**config.mk**
```make
export PLATFORM = sky130hd
export DESIGN_NAME = b05_peak_scanner
export DESIGN_NICKNAME = d
export VERILOG_FILES = /design/src/rtl/b05_peak_scanner.sv
export SDC_FILE = /design/constraint.sdc
export NUM_CORES = 1
export LEC_CHECK = 0
export ABC_AREA = 1
export CORE_ASPECT_RATIO = 0.9
export CORE_UTILIZATION = 58
export CTS_BUF_LIST = sky130_fd_sc_hd__clkbuf_8 sky130_fd_sc_hd__clkbuf_16
export CTS_CLUSTER_SIZE = 28
export DETAILED_ROUTE_END_ITERATION = 7
export GPL_TIMING_DRIVEN = 0
export HOLD_SLACK_MARGIN = 0.06
export PLACE_DENSITY = 0.82
export SLEW_MARGIN = 15
export SYNTH_ARGS = -nofsm -noshare
export SYNTH_HDL_FRONTEND = slang
export SYNTH_SLANG_ARGS = --single-unit
```
**constraint.sdc**
```tcl
create_clock -name clk -period 2.7 [get_ports clk]
set_input_delay 0.675 -clock clk [delete_from_list [all_inputs] [get_ports clk]]
set_output_delay 0.675 -clock clk [all_outputs]
set_load 0.1 [all_outputs]
```
**src/rtl/b05_peak_scanner.sv**
```systemverilog
// b05_peak_scanner: scans DEPTH signed words from a synchronous-read memory.
// It tracks the running signed maximum and counts peaks (a rise followed later by a fall).
// The results are held for the display/decoder stage, and a start/done handshake frames each scan.
// Optional feature macro: B05_MIN_TRACK_EN adds a running signed minimum output min_val.
module b05_peak_scanner #(
    parameter int DW    = 9,
    parameter int AW    = 5,
    parameter int DEPTH = 32,
    parameter int NUMW  = 6
) (
    input  logic            clk,
    input  logic            rst,
    input  logic            start,
    output logic            mem_rd,
    output logic [AW-1:0]   mem_addr,
    input  logic [DW-1:0]   mem_data,
    output logic            busy,
    output logic            done,
    output logic            res_valid,
    output logic [DW-1:0]   max_val,
    output logic [NUMW-1:0] peak_cnt,
    output logic            sign
`ifdef B05_MIN_TRACK_EN
    ,
    output logic [DW-1:0]   min_val
`endif
);

    typedef enum logic [2:0] {
        S_IDLE,
        S_ISSUE0,
        S_LOAD0,
        S_SCAN,
        S_DONE
    } state_t;

    localparam logic [AW-1:0]   LAST     = AW'(DEPTH - 1);
    localparam logic [NUMW-1:0] PK_MAX   = '1;
    localparam bit              ONE_WORD = (DEPTH == 1);

    state_t               state;
    logic [AW-1:0]        ptr;      // index of the word being processed in SCAN
    logic [AW-1:0]        rd_ptr;   // address currently being read
    logic signed [DW-1:0] temp;
    logic                 flag;
    logic signed [DW-1:0] d_s;
    logic                 last;

    assign d_s      = mem_data;
    assign last     = (ptr == LAST);
    // Read data returns one cycle after the strobe, so the address runs one word ahead of ptr.
    assign mem_addr = rd_ptr;
    assign sign     = res_valid & max_val[DW-1];

    // Read strobe decoded from state: the next word is requested while one is outstanding.
    always_comb begin
        mem_rd = 1'b0;
        case (state)
            S_ISSUE0: mem_rd = 1'b1;
            S_LOAD0:  mem_rd = !ONE_WORD;
            S_SCAN:   mem_rd = !last;
            default:  mem_rd = 1'b0;
        endcase
    end

    // Scan controller with registered handshake outputs and result registers.
    always_ff @(posedge clk or posedge rst) begin
        if (rst) begin
            state     <= S_IDLE;
            ptr       <= '0;
            rd_ptr    <= '0;
            temp      <= '0;
            flag      <= 1'b0;
            max_val   <= '0;
            peak_cnt  <= '0;
            res_valid <= 1'b0;
            done      <= 1'b0;
            busy      <= 1'b0;
`ifdef B05_MIN_TRACK_EN
            min_val   <= '0;
`endif
        end else begin
            done <= 1'b0;
            case (state)
                S_IDLE: begin
                    if (start) begin
                        state     <= S_ISSUE0;
                        ptr       <= '0;
                        rd_ptr    <= '0;
                        peak_cnt  <= '0;
                        flag      <= 1'b0;
                        res_valid <= 1'b0;
                        busy      <= 1'b1;
                    end
                end
                S_ISSUE0: begin
                    state  <= S_LOAD0;
                    rd_ptr <= rd_ptr + 1'b1;
                end
                S_LOAD0: begin
                    max_val <= mem_data;
                    temp    <= d_s;
`ifdef B05_MIN_TRACK_EN
                    min_val <= mem_data;
`endif
                    if (ONE_WORD) begin
                        state     <= S_DONE;
                        busy      <= 1'b0;
                        done      <= 1'b1;
                        res_valid <= 1'b1;
                    end else begin
                        state  <= S_SCAN;
                        ptr    <= AW'(1);
                        rd_ptr <= rd_ptr + 1'b1;
                    end
                end
                S_SCAN: begin
                    temp <= d_s;
                    if (d_s < temp) begin
                        if (flag) begin
                            flag <= 1'b0;
                            if (peak_cnt != PK_MAX)
                                peak_cnt <= peak_cnt + 1'b1;
                        end
                    end else if (d_s > temp) begin
                        flag <= 1'b1;
                        if (d_s > $signed(max_val))
                            max_val <= mem_data;
                    end
`ifdef B05_MIN_TRACK_EN
                    if (d_s < $signed(min_val))
                        min_val <= mem_data;
`endif
                    if (last) begin
                        state     <= S_DONE;
                        busy      <= 1'b0;
                        done      <= 1'b1;
                        res_valid <= 1'b1;
                    end else begin
                        ptr    <= ptr + 1'b1;
                        rd_ptr <= rd_ptr + 1'b1;
                    end
                end
                S_DONE: begin
                    res_valid <= 1'b1;
                    if (!start)
                        state <= S_IDLE;
                end
                default: state <= S_IDLE;
            endcase
        end
    end

endmodule

```
Word-level counts from Yosys, hierarchy flattened. Cells that the tools add are included.

Add/subtract/negate cells: 3. $lt $le $gt $ge: 3. Shift operators: 0. Reductions and logical operators: 17. Equal/unequal tests: 17. Bitwise logic cells: 1. Div/mod/pow operators: 0. $mul: 0. Mux-type cells: 30.

Operator list (count): 5-bit case mux with 3 select lines (2); 9-bit 2-to-1 mux (3); 6-bit 2-to-1 mux (4); 2-bit != test (second input constant) (10); 9-bit > comparator (2); 9-bit case mux with 2 select lines (1); 3-bit AND reduction (6); 5-bit 2-to-1 mux (3); 3-bit case mux with 5 select lines (1); 6-bit case mux with 2 select lines (1); 5-bit by 1-bit adder with 5-bit output (second input constant) (2); 9-bit less-than comparator (1); 3-bit 2-to-1 mux (3); 3-bit nonzero test (3); 1-bit 2-to-1 mux (8); 6-bit by 1-bit adder with 6-bit output (second input constant) (1); 3-bit by 2-bit equality test with 1-bit output (second input constant) (2); 6-bit != test (second input constant) (1); 1-bit case mux with 2 select lines (3); 5-bit equality test (second input constant) (1); 5-bit AND reduction (1); 4-bit AND reduction (1); 2-bit nonzero test (2); 2-bit OR reduction (2); 7 further kinds (7).

Logic and storage cells: 81. Bits of input ports: 12. Bits in read-only memories: 0. Output and inout port bits: 25. Memories: 0. Flip-flop bits (word level): 41. Bits in latches: 0. Bits in writable memories: 0.

Logic depth before layout (Yosys ltp). Gate-level depths: netlist (run 1).

Word-level depth: 5. Gate-level depth with buffers: 15. Gate-level depth less buffers: 15.

Worst setup path after synthesis (run 1). OpenSTA, ideal clock, no wires.

Kind: register to output. Start point: register ptr[0]. End point: output mem_rd. Required time: 2.025 ns. Arrival: 2.430 ns. Cell stages (with the launch flop): 8. Path slack: -0.405 ns. Buffers on the path: 0. Cell sequence: dfrtp_1 -> ha_1 -> inv_1 -> nor3_1 -> ha_1 -> nand2_1 -> nand2_2 -> nor2_1.

Word-level cells in the longest chain between the ends: 3.

RTL lines: start: declaration (line 42) `logic [AW-1:0] ptr;`; start signal: assignment (line 140) `ptr <= ptr + 1'b1;`; 5-bit equality test (line 50) `assign last = (ptr == LAST);`; 1-bit logical NOT (line 61) `S_SCAN: mem_rd = !last;`; 1-bit case mux with 2 select lines (line 58) `case (state)`; end: declaration (line 14) `output logic mem_rd,`.

No other way between the ends.

Worst setup path in the final report (run 1).
Start point: register max_val[8]. End point: output sign.

Word-level cells in the longest chain between the ends: 1.

RTL lines: start: declaration (line 20) `output logic [DW-1:0] max_val,`; start signal: assignment (line 101) `max_val <= mem_data;`; start signal: assignment (line 128) `max_val <= mem_data;`; 1-bit bitwise AND (line 53) `assign sign = res_valid & max_val[DW-1];`; end: declaration (line 22) `output logic sign`.

No other way between the ends.

==> impl_metrics.json, run 1 <==
{
  "synth_area_per_cell_sq_um": 7.67,
  "core_area_sq_mm": 0.00384,
  "cp_slowest_cell": "clkdlybuf4s50_1",
  "critPathCaptureType": "output pin",
  "nFillCells": 299,
  "cp.arrival_ns": 1.95,
  "finalMaxSlewViolations": 0,
  "tns_ns": 0,
  "grt_max_degree": 27,
  "place_congestion": 0.811,
  "drtIter0Drc": 106,
  "ant_nets": 0,
  "hpwlAfterDp_mm": 3.85,
  "hold_viol_final": 0,
  "finalNonFillerCells": 404,
  "cp.required_ns": 2.03,
  "dp_slack_ns": -0.775,
  "grt_util_all_layers_pct": 27.2,
  "port-buffer-count": 36,
  "setup_violations": 0,
  "cpLargestDelayFamily": "buffers and inverters",
  "start_util_pct": 62.8,
  "cp-start-kind": "flop",
  "drt_first_pass_iters": 5,
  "synthesis.nets": 348,
  "antenna_found_initial": 0,
  "max_freq_mhz": 380,
  "seq_area_sq_mm": 0.00103,
  "slew-limit-headroom_pct": 34.4,
  "clk_latency_ns": 0.30,
  "crit_buf_inv": 2,
  "ctsHoldBuffers": 0,
  "finalWirelength_mm": 5.17,
  "area_delta_synth_final_pct": 23.0,
  "yosysSeqAreaShare_pct": 42.6,
  "cts-buffers-inserted": 5,
  "synthDistinctLibCells": 25,
  "finalWorstSetupSlack_ns": 0.0718,
  "drive_gt1_share_pct": 7.26,
  "worst_pin_slew_ns": 0.980,
  "via_per_inst": 5.28,
  "htree_levels": 2,
  "status": "complete, no violations",
  "drv_cap": 0,
  "holdCritPathClass": "reg2reg",
  "cp_slowest_stage_delay_ns": 1.11,
  "synth_seq_cells": 41,
  "num_io_pins": 37,
  "clockBufferDepth": 2,
  "min_period_ns": 2.63,
  "grt.overflow.total": 0,
  "grt_pass1_wl_mm": 9.66,
  "die_x_microns": 69.9,
  "cts_tree": "yes",
  "drcViolationCount": 0,
  "die-area_sq_mm": 0.00442,
  "cts_sinks": 41,
  "clk_pin_slew_ns": 0.07,
  "vias": 2132,
  "crit_chain": "nand2_1 -> inv_1 -> clkdlybuf4s50_1",
  "design_area_sq_mm": 0.00296,
  "cts.root.buffer_cell": "clkbuf_8",
  "num_rows": 21,
  "cp_max_fo": 4,
  "syn-cell-area_sq_mm": 0.00241,
  "synth_cells": 314,
  "ys.warnings.count": 0,
  "fin_crit_sh_pct": 97.3,
  "skew_ns": 0.00181,
  "die_h_microns": 63.2,
  "placed_area_sq_mm": 0.00285,
  "wl_per_cell_microns": 12.8,
  "path_class": "reg2out",
  "n_antenna_cell": 0,
  "placedCellCount": 397,
  "multi_input_area_sq_mm": 0.00118,
  "grt_pass1_vias": 2226,
  "nets": 392
}
-- through the flow --
step,hold WS (ns),util [%]
2_1_floorplan,0.465,-
3_3_place_gp,0.460,73.8
3_5_place_dp,0.496,74.3
4_1_cts,0.514,76.5
5_1_grt,0.550,77.3
6_report,0.513,77.3
-- what timing repair did --
| item | CTS | global route |
|---|---|---|
| pin swaps | 0 | 1 |
| setup buffers | 0 | 0 |
| resized for setup | 6 | 5 |
| endpoints found under the setup margin | 1 | 10 |
-- final timing paths --
check | start | endpoint | slack [ns] | cells past startpoint
worst min-delay path | busy | busy | 0.51 | 2
worst max-delay path | max_val[8] | sign | 0.07 | 3
min in group asynchronous | rst | mem_addr[2] | 0.67 | 2
worst max register to register | ptr[0] | ptr[2] | 0.64 | 11
worst min register to register | busy | busy | 0.51 | 2
max in group asynchronous | rst | temp[3] | 1.58 | 3
-- logic make-up after synthesis --
family	after synthesis	share of synthesized area, %
and+or+nand+nor	149	26.7
adders and majority gates	22	11.4
buffers and inverters	59	9.50
xor gates and xnor gates	1	0.364
AOI/OAI and AO/OA	42	9.40
DFF	41	42.6
-- metal layers --
metal	track usage (%)	routed length (microns)	vias up
li1	-	-	1086
met1	34.1	2410	993
met2	48.6	2500	51
met3	4.32	239	2
met4	7.50	23	0
met5	0	0	-
-- cells in the final DEF, fill, tap and decap left out, drive strengths merged --
| cell | n |
|---|---|
| nand2 | 88 |
| inv | 55 |
| dfrtp | 41 |
| clkdlybuf4s50 | 35 |
| o21ai | 27 |
| nand3 | 25 |
| ha | 22 |
| nor2 | 22 |
| a21oi | 13 |
| nor3 | 8 |
| clkbuf | 7 |
| buf | 6 |
| nand4 | 3 |
| nand3b | 2 |
| o21bai | 1 |
| xor2 | 1 |
| o211ai | 1 |
| or2 | 1 |
-- flip-flops by register name (all words and copies together) (netlist names) --
name / flops
busy: 1
done: 1
flag: 1
max_val: 9
mem_addr: 5
peak_cnt: 6
ptr: 5
res_valid: 1
state: 3
temp: 9
-- synth_stat cells (all sizes together) --
| master | count | area, sq um |
|---|---|---|
| o211ai | 1 | 7.51 |
| nand3 | 25 | 125 |
| nor2 | 22 | 85.1 |
| nand2 | 88 | 338 |
| nand4 | 3 | 18.8 |
| nand3b | 2 | 15.0 |
| xor2 | 1 | 8.76 |
| buf | 4 | 22.5 |
| o21ai | 27 | 146 |
| clkbuf | 1 | 3.75 |
| a21oi | 13 | 65.1 |
| o21bai | 1 | 7.51 |
| ha | 22 | 275 |
| nor3 | 8 | 56.3 |
| or2 | 1 | 6.26 |
| dfrtp | 41 | 1030 |
| inv | 54 | 203 |
-- worst reg2reg max path: stages (launching register included) --
cell	delay, ns
dfrtp_1	0.40
ha_1	0.22
inv_1	0.07
nor3_1	0.05
ha_1	0.20
nand2_1	0.13
nand2_2	0.12
nor2_2	0.28
o21ai_4	0.15
inv_2	0.11
a21oi_1	0.07
nor3_1	0.16
-- area by class of cell --
cell class / count / share of cell area [%]
Clock inverter: 1 / 0.127
Sequential cell: 41 / 34.6
Timing Repair Buffer: 37 / 13.0
Tap cell: 46 / 1.94
Buffer: 5 / 0.886
Inverter: 54 / 6.84
Clock buffer: 6 / 2.79
Multi-Input combinational cell: 214 / 39.8
Power of run 1 is not shown: default switching activity piles up to over one toggle a cycle in this logic, so the estimate is an artifact.
==> run 2: changes to the inputs <==
CTS_CLUSTER_SIZE = 16   (was 28)
==> results of run 2 <==
Same layout as run 1: the final DEF is identical, and so are final timing and power.
Power of run 2 is left out for the same reason.
==> run 3: changes to the inputs <==
CORE_UTILIZATION = 65   (was 58)
DONT_BUFFER_PORTS = 1   (was not set)
PLACE_DENSITY = 0.78   (was 0.82)
==> run 3 against run 2 <==
  * Hold slack worse by 0.29 ns
  * Sequential share of layout area grew 4.9 points
  * Maximum frequency fell by 0.22%
==> impl_metrics.json, run 3 (same netlist as run 1, synthesis figures left out) <==
{
  "status": "complete, no violations",
  "holdCritPathClass": "in2async",
  "placed_area_sq_mm": 0.00249,
  "via_per_inst": 5.49,
  "cts-buffers-inserted": 5,
  "cp-start-kind": "flop",
  "finalWorstSetupSlack_ns": 0.0659,
  "clk_pin_slew_ns": 0.08,
  "hpwlAfterDp_mm": 3.61,
  "placedCellCount": 359,
  "design_area_sq_mm": 0.00262,
  "finalMaxSlewViolations": 0,
  "num_rows": 20,
  "cp.required_ns": 2.03,
  "ctsHoldBuffers": 0,
  "area_delta_synth_final_pct": 8.88,
  "cts_sinks": 41,
  "cp_slowest_cell": "nor2_4",
  "cp_max_fo": 6,
  "drtIter0Drc": 93,
  "port-buffer-count": 0,
  "slew-limit-headroom_pct": 34.1,
  "n_antenna_cell": 0,
  "mostFrequentLayoutCells": "nand2_1 (84), inv_1 (50), dfrtp_1 (33), nand3_1 (25)",
  "num_io_pins": 37,
  "wl_per_cell_microns": 13.1,
  "die_x_microns": 66.2,
  "antenna_found_initial": 0,
  "core_area_sq_mm": 0.00345,
  "grt_max_degree": 28,
  "die-area_sq_mm": 0.00396,
  "grt_setup_unrepaired": "yes",
  "critPathCaptureType": "output pin",
  "drt_first_pass_iters": 4,
  "finalWirelength_mm": 4.82,
  "die_h_microns": 59.8,
  "nFillCells": 270,
  "cp_slowest_stage_delay_ns": 0.57,
  "clockBufferDepth": 2,
  "grt_pass1_wl_mm": 8.27,
  "drcViolationCount": 0,
  "setup_violations": 0,
  "max_freq_mhz": 380,
  "cts.root.buffer_cell": "clkbuf_8",
  "clk_latency_ns": 0.30,
  "finalNonFillerCells": 368,
  "grt.overflow.total": 0,
  "drive_gt1_share_pct": 11.7,
  "path_class": "reg2out",
  "crit_chain": "ha_2 -> inv_1 -> nor3_1 -> ha_2 -> nand2_2 -> nand2_4 -> nor2_4",
  "place_congestion": 0.771,
  "worst_pin_slew_ns": 0.989,
  "whs_ns": 0.225,
  "largestRegisters": "max_val x9, temp x9, peak_cnt x6",
  "vias": 2021,
  "worst_path_most_repeated_cell": "ha_2",
  "grt_util_all_layers_pct": 27.8,
  "grt_pass1_vias": 1914,
  "dp_slack_ns": -0.0417,
  "min_period_ns": 2.63,
  "cp.arrival_ns": 1.96,
  "drv_cap": 0,
  "nets": 357,
  "skew_ns": 0.00944,
  "hold_viol_final": 0,
  "r2r_slack_ns": 0.25,
  "htree_levels": 2,
  "start_util_pct": 69.8,
  "ant_nets": 0,
  "fin_crit_sh_pct": 97.6,
  "final_common_cell": "nand2_1",
  "cts_tree": "yes"
}
[run 3: cell types whose count changed in the layout (fill, tap and decap cells not counted), moves of 2 or more]
| cell | before | now |
|---|---|---|
| dfrtp_2 | 0 | 8 |
| clkdlybuf4s50_1 | 35 | 0 |
| dfrtp_1 | 41 | 33 |
| ha_2 | 0 | 2 |
[run 3: final cells by class]
class                           count  area, sq um  share of cell area (%)
Buffer                              5         26.3                    1.00
Clock buffer                        7         96.3                    3.67
Clock inverter                      1         5.00                   0.191
Inverter                           54          203                    7.73
Multi-Input combinational cell    214         1170                    44.8
Sequential cell                    41         1040                    39.5
Tap cell                           44         55.1                    2.10
Timing Repair Buffer                2         27.5                    1.05
[run 3: repair_timing]
item	in CTS	in global routing
pin swaps	0	1
setup endpoints to repair	2	10
gates resized for setup	3	10
setup buffers	0	1
[run 3: layer usage]
metal / vias up / wire [microns] / part of all wire [%] / GRT usage [%]
li1: 1019 / - / - / -
met1: 927 / 2210 / 46 / 36.4
met2: 69 / 2210 / 46 / 45.3
met3: 6 / 340 / 7.1 / 7.06
met4: 0 / 59 / 1.2 / 9.12
met5: - / 0 / 0 / 0
[run 3: metrics by stage]
step,setup TNS [ns],utilization [%]
after detailed placement,-0.0417,72.0
after CTS,-0.00459,75.2
after global routing,-0.0163,76.0
after global placement,-0.0268,71.4
final,0,76.0
after floorplan,0,-
[run 3: critical path: cells and delay by family, from the launching register on]
family                     cells  cell delay (ns)
and+or+nand+nor                4             0.83
DFF                            1             0.40
adders and majority gates      2             0.37
buffers and inverters          1             0.07
[run 3: worst paths after layout]
| check | startpoint | end | cells after the start |
|---|---|---|---|
| setup / recovery | ptr[0] | mem_rd | 7 |
| hold / removal | rst | temp[1] | 1 |
| setup reg to reg | max_val[1] | max_val[3] | 11 |
| hold reg to reg | ptr[1] | ptr[1] | 2 |
| max in group asynchronous | rst | res_valid | 2 |
| min in group clk | mem_data[2] | max_val[2] | 2 |
Power of run 3 is left out for the same reason.
